--- config.mk ---
export PLATFORM = sky130hd
export DESIGN_NAME = uart_boot_loader_flat
export DESIGN_NICKNAME = d
export VERILOG_FILES = /design/src/rtl/uart_boot_loader_if.sv /design/src/rtl/uart_boot_loader.sv /design/src/flat_wrapper.sv
export SDC_FILE = /design/constraint.sdc
export NUM_CORES = 1
export LEC_CHECK = 0
export CORE_UTILIZATION = 41
export CTS_BUF_LIST = sky130_fd_sc_hd__clkbuf_8
export DETAILED_ROUTE_END_ITERATION = 12
export PLACE_DENSITY = 0.64
export SETUP_SLACK_MARGIN = 0.2
export SLEW_MARGIN = 10
export SYNTH_ARGS = -nofsm -noshare
export SYNTH_HDL_FRONTEND = slang
export SYNTH_SLANG_ARGS = --single-unit
--- constraint.sdc ---
create_clock -name clk -period 2.2 [get_ports clk]
set_input_delay 0.44 -clock clk [delete_from_list [all_inputs] [get_ports clk]]
set_output_delay 0.44 -clock clk [all_outputs]
set_load 0.005 [all_outputs]
--- src/rtl/uart_boot_loader_if.sv ---
// UART RX FIFO read port and instruction-memory write port seen by the boot loader.
// master = boot loader side, slave = FIFO / instruction memory side.
interface uart_boot_loader_if;
  logic        uart_empty;
  logic [7:0]  uart_in;
  logic        uart_rdreq;
  logic        imem_we;
  logic [31:0] imem_addr;
  logic [31:0] imem_wdata;

  modport master (
    input  uart_empty,
    input  uart_in,
    output uart_rdreq,
    output imem_we,
    output imem_addr,
    output imem_wdata
  );

  modport slave (
    output uart_empty,
    output uart_in,
    input  uart_rdreq,
    input  imem_we,
    input  imem_addr,
    input  imem_wdata
  );
endinterface

--- src/rtl/uart_boot_loader.sv ---
// Boot sequencer: pulls a length-prefixed, XOR-checksummed image from the UART RX FIFO,
// writes it into instruction memory and releases the core only when the checksum matches.
module uart_boot_loader #(
  parameter logic [31:0] BASE_ADDR = 32'h0000_0000,
  parameter int unsigned MAX_WORDS = 1024
) (
  input  logic              clk,
  input  logic              rst_n,
  input  logic              start,
  uart_boot_loader_if.master bus,
  output logic              cpu_run,
  output logic              busy,
  output logic              error,
  output logic [15:0]       words_loaded
);

  typedef enum logic [2:0] {IDLE, LEN, DATA, CSUM, DONE, ERROR} state_t;

  localparam logic [16:0] MAX_LEN = 17'(MAX_WORDS);

  state_t      state, state_nxt;
  logic        pending;
  logic [1:0]  byte_cnt;
  logic [23:0] asm_bytes;
  logic [15:0] len;
  logic [7:0]  csum;
  logic        fetch_ok;
  logic        start_ok;
  logic [15:0] hdr_len;
  logic        hdr_too_big;

  assign hdr_len     = {bus.uart_in, len[7:0]};
  assign hdr_too_big = {1'b0, hdr_len} > MAX_LEN;
  assign start_ok    = start && (state == IDLE || state == DONE || state == ERROR);

  always_ff @(posedge clk or negedge rst_n) begin
    if (!rst_n) state <= IDLE;
    else        state <= state_nxt;
  end

  // DATA stays put for the cycle of the final write so imem_we is never seen outside DATA.
  always_comb begin
    state_nxt = state;
    busy      = 1'b0;
    fetch_ok  = 1'b0;
    case (state)
      IDLE, DONE, ERROR: if (start) state_nxt = LEN;
      LEN: begin
        busy     = 1'b1;
        fetch_ok = 1'b1;
        if (pending && byte_cnt[0]) begin
          if (hdr_len == 16'd0) state_nxt = DONE;
          else if (hdr_too_big) state_nxt = ERROR;
          else                  state_nxt = DATA;
        end
      end
      DATA: begin
        busy     = 1'b1;
        fetch_ok = (words_loaded != len);
        if (words_loaded == len) state_nxt = CSUM;
      end
      CSUM: begin
        busy     = 1'b1;
        fetch_ok = 1'b1;
        if (pending) state_nxt = (bus.uart_in == csum) ? DONE : ERROR;
      end
      default: state_nxt = IDLE;
    endcase
    bus.uart_rdreq = fetch_ok && !pending && !bus.uart_empty;
  end

  always_ff @(posedge clk or negedge rst_n) begin
    if (!rst_n) begin
      pending        <= 1'b0;
      byte_cnt       <= '0;
      asm_bytes      <= '0;
      len            <= '0;
      csum           <= '0;
      cpu_run        <= 1'b0;
      error          <= 1'b0;
      words_loaded   <= '0;
      bus.imem_we    <= 1'b0;
      bus.imem_addr  <= '0;
      bus.imem_wdata <= '0;
    end else begin
      pending     <= bus.uart_rdreq;
      bus.imem_we <= 1'b0;
      if (start_ok) begin
        cpu_run      <= 1'b0;
        error        <= 1'b0;
        words_loaded <= '0;
        csum         <= '0;
        byte_cnt     <= '0;
      end
      case (state)
        LEN: if (pending) begin
          if (!byte_cnt[0]) begin
            len[7:0] <= bus.uart_in;
            byte_cnt <= 2'd1;
          end else begin
            len[15:8] <= bus.uart_in;
            byte_cnt  <= '0;
            if (hdr_len == 16'd0) cpu_run <= 1'b1;
            else if (hdr_too_big) error <= 1'b1;
          end
        end
        DATA: if (pending) begin
          csum      <= csum ^ bus.uart_in;
          byte_cnt  <= byte_cnt + 2'd1;
          asm_bytes <= {bus.uart_in, asm_bytes[23:8]};
          if (byte_cnt == 2'd3) begin
            bus.imem_we    <= 1'b1;
            bus.imem_wdata <= {bus.uart_in, asm_bytes};
            bus.imem_addr  <= BASE_ADDR + {14'd0, words_loaded, 2'b00};
            words_loaded   <= words_loaded + 16'd1;
          end
        end
        CSUM: if (pending) begin
          if (bus.uart_in == csum) cpu_run <= 1'b1;
          else                     error   <= 1'b1;
        end
        default: ;
      endcase
    end
  end

endmodule
--- src/flat_wrapper.sv ---
// flat-port wrapper written by rule: the top's interface ports become plain ports
module uart_boot_loader_flat 
#(
  parameter logic [31:0] BASE_ADDR = 32'h0000_0000,
  parameter int unsigned MAX_WORDS = 1024
)
  (clk, rst_n, start, cpu_run, busy, error, words_loaded, bus_uart_empty, bus_uart_in, bus_uart_rdreq, bus_imem_we, bus_imem_addr, bus_imem_wdata);
  uart_boot_loader_if bus_i ();
  input  logic clk;
  input  logic rst_n;
  input  logic start;
  output logic cpu_run;
  output logic busy;
  output logic error;
  output logic [15:0] words_loaded;
  input wire logic [$bits(bus_i.uart_empty)-1:0] bus_uart_empty;
  input wire logic [$bits(bus_i.uart_in)-1:0] bus_uart_in;
  output wire logic [$bits(bus_i.uart_rdreq)-1:0] bus_uart_rdreq;
  output wire logic [$bits(bus_i.imem_we)-1:0] bus_imem_we;
  output wire logic [$bits(bus_i.imem_addr)-1:0] bus_imem_addr;
  output wire logic [$bits(bus_i.imem_wdata)-1:0] bus_imem_wdata;
  assign bus_i.uart_empty = bus_uart_empty;
  assign bus_i.uart_in = bus_uart_in;
  assign bus_uart_rdreq = bus_i.uart_rdreq;
  assign bus_imem_we = bus_i.imem_we;
  assign bus_imem_addr = bus_i.imem_addr;
  assign bus_imem_wdata = bus_i.imem_wdata;
  uart_boot_loader #(.BASE_ADDR(BASE_ADDR), .MAX_WORDS(MAX_WORDS)) u_core (.clk(clk), .rst_n(rst_n), .start(start), .bus(bus_i), .cpu_run(cpu_run), .busy(busy), .error(error), .words_loaded(words_loaded));
endmodule
======== After elaboration in Yosys (flattened, before gate mapping) ========
Index checks and enable logic that the tools add are counted.
operators by class
  multipliers ............................. 0
  div/mod/pow operators ................... 0
  bitwise gates (word level) .............. 2
  eq/ne operators ......................... 13
  add/subtract/negate cells ............... 2
  reductions and logical operators ........ 18
  order comparisons ....................... 1
  shifts and indexed selects .............. 0
  mux-type cells .......................... 40
operator list
  operator                                               number
  2-to-1 mux 16 bit                                      4
  2-to-1 mux 8 bit                                       3
  2-to-1 mux 1 bit                                       19
  2-to-1 mux 3 bit                                       6
  adder 16 x 1 -> 16 bit, second input constant          1
  equality test 16 bit                                   1
  > comparator 16 x 11 -> 1 bit, second input constant   1
  logical NOT 16 bit                                     1
  inequality test 16 bit                                 1
  case mux 3 bit (4 select lines)                        1
  AND reduction 3 bit                                    3
  equality test 8 bit                                    1
  XOR 8 bit                                              1
  equality test 3 x 2 -> 1 bit, second input constant    2
  equality test 3 bit, second input constant             2
  2-to-1 mux 2 bit                                       3
  inequality test 2 x 1 -> 1 bit, second input constant  3
  case mux 1 bit (2 select lines)                        3
  OR reduction 3 bit                                     2
  logical AND 1 bit                                      4
  case mux 2 bit (2 select lines)                        1
  AND reduction 4 bit                                    1
  equality test 3 x 1 -> 1 bit, second input constant    1
  logical NOT 3 bit                                      1
  other kinds (8)                                        10
word-level totals
  bits in read-only memories .............. 0
  memories ................................ 0
  latch bits .............................. 0
  word-level logic and storage cells ...... 89
  input port bits ......................... 12
  output and inout port bits .............. 85
  bits in writable memories ............... 0
  bits in registers ....................... 121

======== Depth between registers and ports, before layout ========
Gate-level depths: netlist (run 1).
  depth in word-level cells ............... 10
  mapped depth ............................ 8

======== Worst setup path before layout (run 1) ========
OpenSTA, ideal clock, no wires.
  path kind ............................... register to output
  start point ............................. reg u_core.words_loaded[2]
  end point ............................... out bus_uart_rdreq
  path buffers ............................ 1
  arrival ................................. 1.312 ns
  cell stages (with the launch flop) ...... 7
  path slack .............................. 0.448 ns
  cell sequence ........................... dfrtp_1 -> clkbuf_1 -> xor2_1 -> nor4_1 -> nand4_1 -> a21oi_1 -> nor4_1
between the ends
  longest elaborated chain between the ends .. 4
ends and longest elaborated chain
  what                             line                     text
  start, declared                  uart_boot_loader.sv:14   output logic [15:0] words_loaded
  start signal, assigned           uart_boot_loader.sv:115  words_loaded <= words_loaded + 16'd1;
  inequality test 16 bit           uart_boot_loader.sv:59   fetch_ok = (words_loaded != len);
  case mux 1 bit (2 select lines)  uart_boot_loader.sv:46   case (state)
  logical AND 1 bit (2 in series)  uart_boot_loader.sv:69   bus.uart_rdreq = fetch_ok && !pending && !bus.uart_empty;
  end, declared                    flat_wrapper.sv:18       output wire logic [$bits(bus_i.uart_rdreq)-1:0] bus_uart_rdreq;
No other way between the ends.

======== Worst setup path in the final report (run 1) ========
  start point ............................. reg u_core.len[4]
  end point ............................... out bus_uart_rdreq
between the ends
  longest elaborated chain between the ends .. 4
ends and longest elaborated chain
  what                             line                    text
  start, declared                  uart_boot_loader.sv:25  logic [15:0] len;
  start signal, assigned           uart_boot_loader.sv:98  len[7:0] <= bus.uart_in;
  inequality test 16 bit           uart_boot_loader.sv:59
  case mux 1 bit (2 select lines)  uart_boot_loader.sv:46
  logical AND 1 bit (2 in series)  uart_boot_loader.sv:69
No other way between the ends.

==> impl_metrics.toml, run 1 <==
[status]
status = "finished with violations"
failed_checks = "negative setup slack"

[routing]
vias_per_cell = 4.97
ant_nets = 0
drcViolationCount = 0
drt_first_pass_iters = 5
wirelength_mm = 13.1
avgRoutedWirePerCell_um = 14.8
first_iter_violations = 310
via_count = 4395

[worst_setup_path]
crit_path_start = "u_core.len[4]"
path_depth = 6
regToRegEndpoint = "u_core.words_loaded[5]"
crit_top_cell = "nor4_2"
worstRegToRegCells = 7
cp_cell_sequence = "xor2_1, nor4_2, nand4_1, a21oi_2, nor4_2, buf_2"
r2r-start = "u_core.state[0]"
critPathMaxFanout = 2
crit_path_end_kind = "output port"
cp-start-kind = "flop"
required_ns = 1.76
crit_buf_inv = 1
crit_arrival_ns = 2.00
crit_type = "reg2out"
r2r_setup_slack_ns = 0.29
crit_path_end = "bus_uart_rdreq"
critPathTopFamily = "simple AND/OR/NAND/NOR gates"
critical_path.max_stage_delay_ns = 0.40
slowest_stage = "dfrtp_1"

[sta]
grt_setup_unrepaired = "true"
period_minus_slack_ns = 2.44
final.setup.tns_ns = -0.237
setup_violations = 1
finalHoldViolCount = 0
drv_slew = 0
fin_ws_ns = -0.237
max_freq_mhz = 410
finalCritPeriodShare_pct = 111
finClkSkew_ns = 0.0108

[placed_design]
place_ws_ns = -0.147
dp_hpwl_mm = 9.39
port-buffer-count = 80
dpl_cell_area_um2 = 6620
gp_congestion = 0.857

[synthesis]
yosys_warnings = 0
netlist_instances = 584
synthArstFlopShare_pct = 100
syn_area_um2 = 5390
ys_seq_area_share_pct = 56.2
synth_top_cell_area_share_pct = 56.2
avgSynthCellArea_um2 = 9.23
synth_edf_count = 0
synth-seq-cells = 121
ys.flop_type = "dfrtp_1"
yosys.area.top_type = "dfrtp_1"
synth_cell_type_count = 44
synth_area_leaders = "dfrtp_1, nand2_1, mux2_2"

[floorplan]
ioPinCount = 97
initial_core_util_pct = 42.3
rows = 41
design.die.area_um2 = 13600
die_w_um = 117
core_um2 = 12700
die_h_um = 117

[grt]
grt_start_max_net_pins = 44
grt_usage_pct = 21.1
antenna_found_initial = 0
grt_pass1_wl_mm = 21.5
overflow = 0
grt_pass1_vias = 4160

[hold_path]
hold_path.class = "reg2reg"
hold_path_depth = 2

[clocking]
cts_tree = "yes"
htreeDepth = 4
cts_buffers = 17
root_buffer = "clkbuf_8"
cts_buffer_depth = 2
clkLatencyLatePin_ns = 0.44
cts.sinks = 121
clkTransAtPathRegs_ns = 0.07

[power]
p_leak_uw = 0.00343
pwr_density_cell_nw_per_um2 = 902
power_uw = 6410
ir_worst_vdd_mv = 0.371

[cells_and_area]
final_area_um2 = 7100
diodes = 0
drive_gt1_share_pct = 15.4
mostFrequentLayoutCell = "nand2_1"
synthToLayoutAreaGrowth_pct = 31.8
mostFrequentLayoutCells = "nand2_1, dfrtp_1, clkdlybuf4s50_1"
nFillCells = 1191
final_nets = 714

[flow_run]
cap_viol_max_count = 0
## layout make-up
cell class | instances | area, um^2 | share of cell area [%]
Clock buffer | 19 | 262 | 3.68
Timing Repair Buffer | 135 | 1260 | 17.8
Sequential cell | 121 | 3030 | 42.7
Multi-Input combinational cell | 421 | 2140 | 30.2
Clock inverter | 13 | 176 | 2.48
Tap cell | 172 | 215 | 3.03
Inverter | 4 | 15.0 | 0.211
## worst min path at each step
stage | slack [ns] | to | from
after floorplan | 0.14 | u_core.asm_bytes[0] | rst_n
after global placement | 0.44 | u_core.byte_cnt[1] | rst_n
after detailed placement | 0.44 | u_core.byte_cnt[1] | rst_n
after CTS | 0.47 | u_core.bus.imem_wdata[3] | u_core.asm_bytes[3]
after global routing | 0.49 | u_core.bus.imem_addr[11] | u_core.bus.imem_addr[11]
final | 0.47 | u_core.bus.imem_addr[17] | u_core.bus.imem_addr[17]
## cells in the mapped netlist (all sizes together) (5+ instances only)
master and n:
nand4 7, nor2 25, buf 35, nand2b 10, xnor2 8, o21ai 24, nand3 16, mux2 16
clkbuf 18, nand2 229, nor3 5, xor2 19, dfrtp 121, nor4 9
## worst reg2reg max path: cells and delay by family (launching register included)
family | cells | cell delay, ns
buf+inv | 2 | 0.33
flops | 1 | 0.41
xor+xnor | 1 | 0.19
simple gates | 4 | 0.85
## per-layer routing
metal / track usage, % / vias up / routed length, um
met4: 7.00 / 0 / 136
met5: 0 / - / 0
met1: 28.5 / 2131 / 6010
met2: 33.4 / 132 / 6370
li1: - / 2118 / -
met3: 4.93 / 14 / 622
## power breakdown
group / total, uW / switching, uW / internal, uW
clock: 2170 / 887 / 1280
combinational: 1410 / 683 / 731
sequential: 2830 / 274 / 2550
## state kept, by name (all words and copies together), names as in the netlist
name and cells:
u_core.len 16, u_core.state 3, u_core.bus.imem_we 1, u_core.byte_cnt 2, u_core.bus.imem_wdata 32, u_core.error 1, u_core.bus.imem_addr 16, u_core.csum 8
u_core.words_loaded 16, u_core.pending 1, u_core.cpu_run 1, u_core.asm_bytes 24
## repair_timing
item,in CTS,in global routing
endpoints found under the hold margin,34,0
resized for setup,8,3
hold buffers,1,0
setup endpoints to repair,2,4
setup buffers,1,0
pin swaps,3,1
## per-stage QoR
step                util, %  hold WS (ns)  std cells
floorplan                 -         0.144        599
global placement       52.1         0.436        851
detailed placement     52.1         0.435        851
CTS                    55.7         0.472        885
global route           55.8         0.491        885
finish                 55.8         0.474        885
## cells by family after synthesis
logic type	count (synthesis)	synth area share, %
AO/OA/AOI/OAI	46	5.32
flip-flops	121	56.2
multiplexers	17	3.53
XOR/XNOR	27	4.39
buffers and inverters	57	5.55
adder cells (fa/ha/maj)	2	0.464
AND/OR/NAND/NOR	313	24.5
other	1	0.0696
Power figures use the tool's default switching activity.
==> run 2: changes to the inputs <==
Settings changed: ABC_AREA from default to 1, CORE_UTILIZATION 41 to 55, CTS_CLUSTER_DIAMETER from default to 60, PLACE_DENSITY 0.64 to 0.82.
==> run 2 against run 1 <==
  * The flow still finishes with violations (negative setup slack)
  * Synthesized cell count up 14%
  * Routed wire length up 1.9%
  * Fmax grew 7.1%
  * Synthesized area up 2.5%
  * Power increased by 6.4%
  * Core utilization is 16 points higher
  * Sequential cell count unchanged
  * Non-clock buffer count is 23 lower
  * Via count rose by 11%
  * Combinational power is 30% higher
==> impl_metrics.toml, run 2 <==
[status]
status = "finished with violations"
failed_checks = "negative setup slack"

[synthesis]
yosys.area.top_type = "dfrtp_1"
synth.most_common_cell = "nand2_1"
netlist_instances = 663
ys_seq_area_share_pct = 54.8
synthArstFlopShare_pct = 100
ys.flop_type = "dfrtp_1"
yosys_warnings = 0
synth_edf_count = 0
synth_top_cell_area_share_pct = 54.8
synth_cell_type_count = 30
synth-seq-cells = 121
synth_top_cells_by_count = "nand2_1, dfrtp_1, inv_1"
avgSynthCellArea_um2 = 8.33
syn_area_um2 = 5520
synth_area_leaders = "dfrtp_1, nand2_1, o21ai_0"

[placed_design]
gp_congestion = 0.877
port-buffer-count = 80
dp_hpwl_mm = 9.00
dpl_cell_area_um2 = 6490
placed_cells = 878

[routing]
vias_per_cell = 5.31
drcViolationCount = 0
first_iter_violations = 341
avgRoutedWirePerCell_um = 14.6
via_count = 4876
wirelength_mm = 13.4
ant_nets = 0
drt_first_pass_iters = 5

[clocking]
htreeDepth = 4
cts_buffer_depth = 2
clkLatencyLatePin_ns = 0.43
clkTransAtPathRegs_ns = 0.07
root_buffer = "clkbuf_8"
cts_buffers = 17
cts_tree = "yes"
cts.sinks = 121

[grt]
overflow = 0
grt_pass1_wl_mm = 21.4
grt_usage_pct = 27.3
grt_start_max_net_pins = 122
antenna_found_initial = 0
grt_pass1_vias = 4579

[worst_setup_path]
cp-start-kind = "flop"
critPathMaxFanout = 3
crit_arrival_ns = 1.84
required_ns = 1.76
crit_type = "reg2out"
crit_path_end_kind = "output port"

[floorplan]
die_h_um = 102
die_w_um = 102
rows = 36
initial_core_util_pct = 56.8
design.die.area_um2 = 10400
core_um2 = 9730
ioPinCount = 97

[cells_and_area]
layout.cells.non_filler = 919
largest_reg_flops = 32
largestRegisters = "u_core.bus.imem_wdata: 32 flops, u_core.asm_bytes: 24 flops"
final_nets = 788
final_area_um2 = 6960
drive_gt1_share_pct = 11.6
mostFrequentLayoutCells = "nand2_1, dfrtp_1, clkdlybuf4s50_1"
mostFrequentLayoutCell = "nand2_1"
nFillCells = 723
synthToLayoutAreaGrowth_pct = 26.0
diodes = 0
top_register = "u_core.bus.imem_wdata"

[sta]
worstMarginPinSlew_ns = 0.659
period_minus_slack_ns = 2.28
finalCritPeriodShare_pct = 103
setup_violations = 1
fin_ws_ns = -0.0762
max_freq_mhz = 439
finClkSkew_ns = 0.00987
drv_slew = 0
max_slew_margin_pct = 56.1
finalHoldViolCount = 0
final.setup.tns_ns = -0.0762
grt_setup_unrepaired = "true"

[power]
pwr_density_cell_nw_per_um2 = 980
p_leak_uw = 0.00361
ir_worst_vdd_mv = 0.620

[hold_path]
hold_path.class = "in2async"

[flow_run]
cap_viol_max_count = 0
## run 2: changes by cell type after synthesis, moves of 9 or more
cell / before / now
nor2_1: 25 / 37
buf_2: 14 / 4
clkbuf_1: 18 / 6
o21ai_2: 0 / 10
nor4_1: 9 / 0
xor2_1: 19 / 0
nand2b_1: 10 / 0
o21ai_1: 1 / 27
o21ai_0: 23 / 61
inv_1: 3 / 75
mux2_2: 16 / 0
## run 2: logic make-up after synthesis
family          share of synthesized area [%]
compound gates                           11.5
other cells                            0.0679
buf+inv                                  9.93
simple gates                             22.4
xor+xnor                                0.793
fa+ha+maj                               0.453
flops                                    54.8
## run 2: critical path, stage by stage (launching register included)
cell     delay (ns)
dfrtp_1        0.41
inv_1          0.06
nand2_1        0.06
nand2_1        0.05
nor2_1         0.14
nand2_1        0.10
nor2_1         0.12
nand2_1        0.12
nand2_1        0.10
nand2_1        0.05
nand2_1        0.07
nor2_2         0.04
buf_2          0.11
## run 2: worst paths after layout
check                      cells after the start                       end  slack [ns]                startpoint
hold / removal                                 2   u_core.bus.imem_addr[6]        0.05                     rst_n
setup / recovery                              12            bus_uart_rdreq       -0.08            u_core.len[10]
hold reg to reg                                2  u_core.bus.imem_wdata[1]        0.47  u_core.bus.imem_wdata[1]
setup reg to reg                               7  u_core.bus.imem_addr[14]        0.41        u_core.byte_cnt[0]
min in group clk                               2  u_core.bus.imem_wdata[1]        0.47  u_core.bus.imem_wdata[1]
max in group asynchronous                      2   u_core.bus.imem_addr[4]        1.63                     rst_n
## run 2: per-layer routing
| metal | wire length, um | vias to the layer above | global-route usage (%) |
|---|---|---|---|
| met4 | 305 | 0 | 12.9 |
| met3 | 891 | 31 | 5.88 |
| met2 | 6350 | 227 | 42.2 |
| met1 | 5840 | 2342 | 37.2 |
| li1 | - | 2276 | - |
| met5 | 0 | - | 0 |
## run 2: through the flow
stage          setup slack (ns)  util (%)  hold slack, ns  power, uW
2_1_floorplan             0.639         -           0.144       3840
3_3_place_gp             0.0802      66.7           0.454       4820
3_5_place_dp            0.00213      66.7           0.459       4900
4_1_cts                 -0.0525      71.0           0.126       6810
5_1_grt                  -0.178      71.5           0.144       7190
6_report                -0.0762      71.5          0.0517       6820
## run 2: final cells by class
class	count	area (um^2)	area share (%)
inverter	78	294	4.23
clock buffer	20	275	3.96
clock inverter	11	105	1.51
multi-input combinational	444	2010	28.9
tap	133	166	2.39
timing repair buffer	112	1070	15.5
sequential	121	3030	43.5
## run 2: power breakdown
| group | internal [uW] | switching (uW) | total, uW |
|---|---|---|---|
| combinational | 1040 | 797 | 1840 |
| sequential | 2740 | 309 | 3050 |
| clock | 1070 | 859 | 1930 |
| total | 4850 | 1970 | 6820 |
## run 2: what timing repair did
item | CTS | global route
buffers inserted | 5 | 5
hold buffers | 0 | 0
cloned | 0 | 0
endpoints found under the setup margin | 2 | 1
gates resized for setup | 8 | 8
pin swaps | 7 | 7
==> edit 1, RTL diff (config.mk and constraints of run 1) <==
Put one more register stage on the output `error`, with the module's reset. The value now appears one clock later. The other outputs are not delayed to match.
--- a/src/rtl/uart_boot_loader.sv
+++ b/src/rtl/uart_boot_loader.sv
@@ -17,6 +17,8 @@
   typedef enum logic [2:0] {IDLE, LEN, DATA, CSUM, DONE, ERROR} state_t;
 
   localparam logic [16:0] MAX_LEN = 17'(MAX_WORDS);
+
+  logic error_s0;
 
   state_t      state, state_nxt;
   logic        pending;
@@ -77,7 +79,7 @@
       len            <= '0;
       csum           <= '0;
       cpu_run        <= 1'b0;
-      error          <= 1'b0;
+      error_s0       <= 1'b0;
       words_loaded   <= '0;
       bus.imem_we    <= 1'b0;
       bus.imem_addr  <= '0;
@@ -87,7 +89,7 @@
       bus.imem_we <= 1'b0;
       if (start_ok) begin
         cpu_run      <= 1'b0;
-        error        <= 1'b0;
+        error_s0     <= 1'b0;
         words_loaded <= '0;
         csum         <= '0;
         byte_cnt     <= '0;
@@ -101,7 +103,7 @@
             len[15:8] <= bus.uart_in;
             byte_cnt  <= '0;
             if (hdr_len == 16'd0) cpu_run <= 1'b1;
-            else if (hdr_too_big) error <= 1'b1;
+            else if (hdr_too_big) error_s0 <= 1'b1;
           end
         end
         DATA: if (pending) begin
@@ -117,11 +119,19 @@
         end
         CSUM: if (pending) begin
           if (bus.uart_in == csum) cpu_run <= 1'b1;
-          else                     error   <= 1'b1;
+          else                     error_s0 <= 1'b1;
         end
         default: ;
       endcase
     end
   end
 
+  always_ff @(posedge clk or negedge rst_n) begin
+    if (!rst_n) begin
+      error <= '0;
+    end else begin
+      error <= error_s0;
+    end
+  end
+
 endmodule
Check against the original RTL: not equivalent (Yosys sat finds a counterexample within 10 cycles, from zero or initial values and one cycle with rst_n low).
==> edit 1 against run 1 <==
  * The flow still finishes with violations (setup timing)
  * Highest routed layer unchanged
  * Total power is 4.5% higher
  * Synthesized area is 0.79% higher
  * Worst setup slack better by 5.0 ps
  * Design area is 0.86% higher
  * Non-clock buffer count is 3 lower
  * Routed wire length is 4.3% lower
  * Sequential cell count is 1 higher
  * Sequential power is 3% higher
  * Largest power group unchanged
==> edit 1: results (changes against run 1) <==
Cells and area:
- The share of final-layout standard cells stronger than drive strength 1 came to 15.8% (+0.40 points).
- The filler cell count is 1085 (-8.9%).
- The final-stage net count is 715 (+0.14%).
- The number of antenna cells inserted was 0 (unchanged).

Drt:
- The aggregate routed wire length is 12.6 mm (-4.3%).
- The vias per cell is 4.91 (-1.2%).
- The first-pass iteration count of the detailed router is 4 (-1).
- The first-iteration detailed-routing DRC count is 279 (-10%).

Outcome:
- The checks that failed: setup timing.
- The run finished, with violations left.

Logic synthesis:
- The number of warnings printed during yosys synthesis is 0 (unchanged).
- The commonest cells after synthesis are 238 x nand2_1, 122 x dfrtp_1, 22 x nor2_1, 22 x xor2_1, 21 x o21ai_0.
- The share of async-settable or async-resettable flops after synthesis is 100% (unchanged).
- After synthesis, the cell types taking the most area are dfrtp_1 56%, nand2_1 16%, xor2_1 3.5%.
- The number of unique standard cell types used by synthesis is 46 (+4.5%).
- The sequential-to-total area share from yosys stat is 56.2% (about the same).
- The mean instance size in the synthesized netlist is 9.35 um^2 (+1.3%).

Pwr:
- The leakage power figure is 3.57 nW (+4.0%).
- The worst supply voltage drop on vdd is 0.454 mV (+23%).

Worst setup path:
- The depth of the worst register-to-register path was 6 (-1).
- The slack of the worst reg-to-reg path is 330 ps (+40 ps).
- The maximum fanout along the worst path came to 2 (unchanged).
- The reg-to-reg critical path startpoint is u_core.state[0].
- The critical path starts at u_core.words_loaded[8].
- The end of the worst register-to-register path is u_core.csum[6].

Global routing:
- The maximum number of pins on one net before global-route repair is 63 (+43%).
- The met3 layer usage reported by global route is 3.66% (-1.3 points).
- The global-route wire length before repair came to 20.5 mm (-4.8%).
- The met1 routing resource usage after global routing is 27.3% (-1.3 points).
- The met2 routing resource usage after global routing is 31.2% (-2.2 points).
- The aggregate global-route resource usage came to 19.9% (-1.1 points).
- The via count of the first global-routing pass is 4102 (-1.4%).

Timing:
- The setup-violating endpoint count in the final report is 1 (unchanged).
- The final setup skew came to 12.7 ps (+1.93 ps).
- The setup TNS is -232 ps (+5.03 ps).
- The final critical-path setup slack came to -232 ps (+5.03 ps).

Placed design:
- The HPWL reported at the end of detailed placement came to 8.76 mm (-6.7%).
- The placer congestion estimate is 0.800 (-6.6%).

Clock tree:
- Clock-pin slew was measured on the worst setup and hold paths at 80 ps.
- The TritonCTS buffer count came to 17 (unchanged).

Hold path:
- The worst hold path belongs to the class in -> async.
## edit 1: changes by cell type after synthesis, sizes merged, moves of 4 or more
| cell | change |
|---|---|
| nand2 | +9 |
| mux2i | +7 |
| a21oi | +6 |
| nand2b | -6 |
| clkbuf | -5 |
| o31ai | -4 |
| xnor2 | -4 |
## edit 1: cell type report
cell class	count	area [um^2]	share of cell area [%]
flip-flops and latches	122	3050	42.6
well taps	172	215	3.00
multi-input cells	421	2190	30.6
repair buffers	132	1220	17.0
inverters	7	26.3	0.367
clock buffers	19	262	3.65
clock inverters	13	200	2.79
## edit 1: worst max-delay path, cell delays in order, from the launching register on
cell     delay, ps
dfrtp_1        380
xor2_1         180
nor4_2         350
nand4_1        250
a21oi_2        210
nor4_2          60
buf_2          140
## edit 1: logic make-up after synthesis
family                   Yosys count  share of synthesized area, %
buffers and inverters             53                          5.12
AO/OA/AOI/OAI                     43                          4.84
adder cells (fa/ha/maj)            2                         0.461
other                              1                        0.0691
multiplexers                      24                          4.79
flip-flops                       122                          56.2
AND/OR/NAND/NOR                  310                          24.3
XOR/XNOR                          26                          4.19
## edit 1: per-stage QoR
step / utilization, % / std cells / cell area, um^2 / hold WS [ps] / worst slack [ps]
after floorplan: - / 596 / 5490 / 144 / 466
after global placement: 51.8 / 848 / 6620 / 310 / -137
after detailed placement: 51.8 / 848 / 6620 / 313 / -162
after CTS: 55.8 / 883 / 7130 / 376 / -246
after global routing: 56.1 / 886 / 7160 / 392 / -371
final: 56.1 / 886 / 7160 / 393 / -232
## edit 1: per-layer routing
| layer | wire length (um) | vias to the layer above | part of all wire (%) |
|---|---|---|---|
| li1 | - | 2084 | - |
| met1 | 5940 | 2131 | 47 |
| met2 | 5950 | 116 | 47 |
| met3 | 467 | 18 | 3.7 |
| met4 | 212 | 0 | 1.7 |
| met5 | 0 | - | 0 |
## edit 1: worst max-delay path by stage
stage	end	cells past startpoint	slack, ps
2_1_floorplan	bus_uart_rdreq	6	470
3_3_place_gp	bus_uart_rdreq	6	-140
3_5_place_dp	bus_uart_rdreq	6	-160
4_1_cts	bus_uart_rdreq	6	-250
5_1_grt	bus_uart_rdreq	6	-370
6_report	bus_uart_rdreq	6	-230
## edit 1: repair_timing
| item | 4_1_cts | 5_1_grt |
|---|---|---|
| resized for setup | 9 | 4 |
| setup endpoints to repair | 2 | 2 |
| endpoints found under the hold margin | 12 | 0 |
| setup buffers | 2 | 3 |
| hold buffers | 1 | 0 |
| pin swaps | 5 | 1 |
## edit 1: where the power goes
part / leakage (nW) / switching, W / internal, W
logic: 1.78 / 0.000727 / 0.000776
registers: 1.57 / 0.000302 / 0.00261
clock network: 0.223 / 0.000886 / 0.00140
==> edit 2, RTL diff (flow settings as in run 1) <==
Without the edit above. `MAX_WORDS` is set to 1024 in 2 places; all go to 512.
--- a/src/rtl/uart_boot_loader.sv
+++ b/src/rtl/uart_boot_loader.sv
@@ -2,7 +2,7 @@
 // writes it into instruction memory and releases the core only when the checksum matches.
 module uart_boot_loader #(
   parameter logic [31:0] BASE_ADDR = 32'h0000_0000,
-  parameter int unsigned MAX_WORDS = 1024
+  parameter int unsigned MAX_WORDS = 512
 ) (
   input  logic              clk,
   input  logic              rst_n,
--- a/src/flat_wrapper.sv
+++ b/src/flat_wrapper.sv
@@ -2,7 +2,7 @@
 module uart_boot_loader_flat 
 #(
   parameter logic [31:0] BASE_ADDR = 32'h0000_0000,
-  parameter int unsigned MAX_WORDS = 1024
+  parameter int unsigned MAX_WORDS = 512
 )
   (clk, rst_n, start, cpu_run, busy, error, words_loaded, bus_uart_empty, bus_uart_in, bus_uart_rdreq, bus_imem_we, bus_imem_addr, bus_imem_wdata);
   uart_boot_loader_if bus_i ();
Check against the original RTL: not equivalent (a bounded check fails within 10 cycles, from zero or initial values and one cycle with rst_n low).
==> edit 2 against run 1 <==
  * The run still ends with setup timing left
  * Cell count increased by 1.1%
  * Worst setup slack improved by 19 ps
  * Register-to-register slack about the same
  * Routed wire length increased by 3.7%
  * Synthesized area increased by 1.2%
  * Design area increased by 1.9%
  * Die area increased by 1.2%
  * Sequential cell count unchanged
  * Count of clock-buffer cells in the layout unchanged
  * Clock power decreased by 12%
  * Non-clock buffer count increased by 12
  * Fmax increased by 0.78%
  * Total power decreased by 8.8%
==> edit 2: results (changes against run 1) <==
Global routing:
- The met2 routing resource usage after global routing is 32.5% (-0.90 points).
- The via count of the first global-routing pass was 4397 (+5.7%).
- The aggregate global-route resource usage was 20.6% (-0.41 points).
- The initial antenna violation count is 0 (unchanged).
- The global-route wire length before repair is 22.1 mm (+2.9%).
- The met1 routing resource usage after global routing is 27.3% (-1.2 points).
- The met3 layer usage reported by global route is 4.62% (-0.31 points).
- The maximum number of pins on one net before global-route repair was 56 (+27%).

Drt:
- The length of routed wiring on met1 came to 6.26 mm (+4.2%).
- The routed length per placed instance is 15.2 um (+2.5%).
- The highest layer used for signal routing is met4.
- The first-iteration detailed-routing DRC count is 326 (+5.2%).
- The total length of routed met2 wires is 6.54 mm (+2.7%).
- The first-pass iteration count of the detailed router is 4 (-1).
- The met3 wire length came to 600 um (-3.5%).
- The vias per cell is 4.94 (-0.46%).

Logic synthesis:
- By count the netlist is led by 233 x nand2_1, 121 x dfrtp_1, 26 x o21ai_0, 22 x xnor2_1, 19 x nor2_1.
- The mean instance size in the synthesized netlist is 9.50 um^2 (+3.0%).
- The share of async-settable or async-resettable flops after synthesis was 100% (unchanged).
- After synthesis, the cell types taking the most area are dfrtp_1 56%, nand2_1 16%, xnor2_1 3.5%.
- The number of unique standard cell types used by synthesis is 51 (+16%).
- The number of warnings printed during yosys synthesis is 0 (unchanged).
- The sequential-to-total area share from yosys stat is 55.5% (-0.67 points).

Pwr:
- The reported combinational group power is 0.00128 W (-9%).
- The worst supply voltage drop on vdd is 0.339 mV (-8.4%).
- The combinational fraction of design power came to 21.9% (-0.2 points).
- The leakage power figure is 3.47 nW (+1.2%).
- The switching portion of total power is 30.0% (+1.2 points).
- The reported sequential group power came to 0.00265 W (-6%).

Outcome:
- The checks that failed: setup timing.
- The flow ran to the end, but the final reports show violations.

Placed design:
- The placed standard-cell area is 6670 um^2 (+0.62%).
- The count of input and output buffers is 80 (unchanged).
- The pre-CTS setup slack is -240 ps (-93.4 ps).
- The number of placed instances, taps included was 850 (-0.12%).
- The placer congestion estimate came to 0.836 (-2.4%).
- The HPWL reported at the end of detailed placement came to 9.45 mm (+0.60%).

Worst setup path:
- The arrival time reported for the critical path endpoint is 1980 ps (-20 ps).
- The maximum fanout along the worst path is 2 (unchanged).

Cells and area:
- The share of final-layout standard cells stronger than drive strength 1 was 18.5% (+3.1 points).
- The final-stage net count came to 724 (+1.4%).
- The count of placed standard cells in the final layout, fillers left out is 895 (+1.1%).
- The filler cell count is 1097 (-7.9%).

Clock tree:
- The buffer levels on the longest clock path is 2 (unchanged).
- The CTS H-tree depth is 4 (unchanged).
- The TritonCTS buffer count came to 17 (unchanged).
- The clock latency reported for the late side of the worst-skew pair is 450 ps.

Timing:
- The slew at the pin closest to its max-slew limit is 520 ps.
- The final critical-path setup slack was -218 ps (+18.9 ps).
- The final setup skew is 7.58 ps (-3.18 ps).
- The setup TNS came to -218 ps (+18.9 ps).
- The setup-violating endpoint count in the final report was 1 (unchanged).

Hold path:
- The class of the tightest hold or removal check is reg -> reg.
==> edit 2: changes by cell type after synthesis, sizes merged, moves of 4 or more <==
cell,change
nand3,-4
nand2,+6
clkbuf,-5
nor2,-6
xor2,-13
nor4,-6
xnor2,+14
nand2b,-6
==> edit 2: cell type report <==
cell class,instances,area [um^2],area share [%]
clock inverter,13,121,1.68
tap,172,215,2.97
clock buffer,19,262,3.61
inverter,6,22.5,0.311
timing repair buffer,147,1370,18.9
sequential,121,3030,41.8
multi-input combinational,417,2220,30.7
==> edit 2: path summary, 6_finish.rpt <==
check	endpoint	startpoint	cells after the start	slack (ps)
max	bus_uart_rdreq	u_core.len[9]	6	-220
min in group asynchronous	u_core.error	rst_n	2	500
max in group asynchronous	u_core.bus.imem_wdata[6]	rst_n	3	1010
min reg2reg	u_core.pending	u_core.pending	1	460
min	u_core.pending	u_core.pending	1	460
max reg2reg	u_core.words_loaded[11]	u_core.state[2]	5	290
==> edit 2: critical path: stages, from the launching register on <==
cell and delay, ps:
dfrtp_1 390, xnor2_1 190, nand4_1 160, o41ai_2 400, buf_4 190, a2111oi_2 70
buf_2 140
==> edit 2: cell families (layout without fill, tap and decap cells) <==
kind of cell | after synthesis | count (layout) | share of synthesized area, %
simple gates | 301 | 301 | 24.0
flops | 121 | 121 | 55.5
xor+xnor | 28 | 28 | 4.50
fa+ha+maj | 2 | 2 | 0.459
other cells | 1 | 16 | 0.0688
buf+inv | 51 | 185 | 5.69
mux | 17 | 17 | 3.49
compound gates | 53 | 53 | 6.31
==> edit 2: what timing repair did <==
action | 4_1_cts | 5_1_grt
hold buffers | 1 | 0
endpoints found under the hold margin | 35 | 0
resized for setup | 14 | 14
buffers inserted | 4 | 8
setup endpoints to repair | 14 | 58
pin swaps | 4 | 9
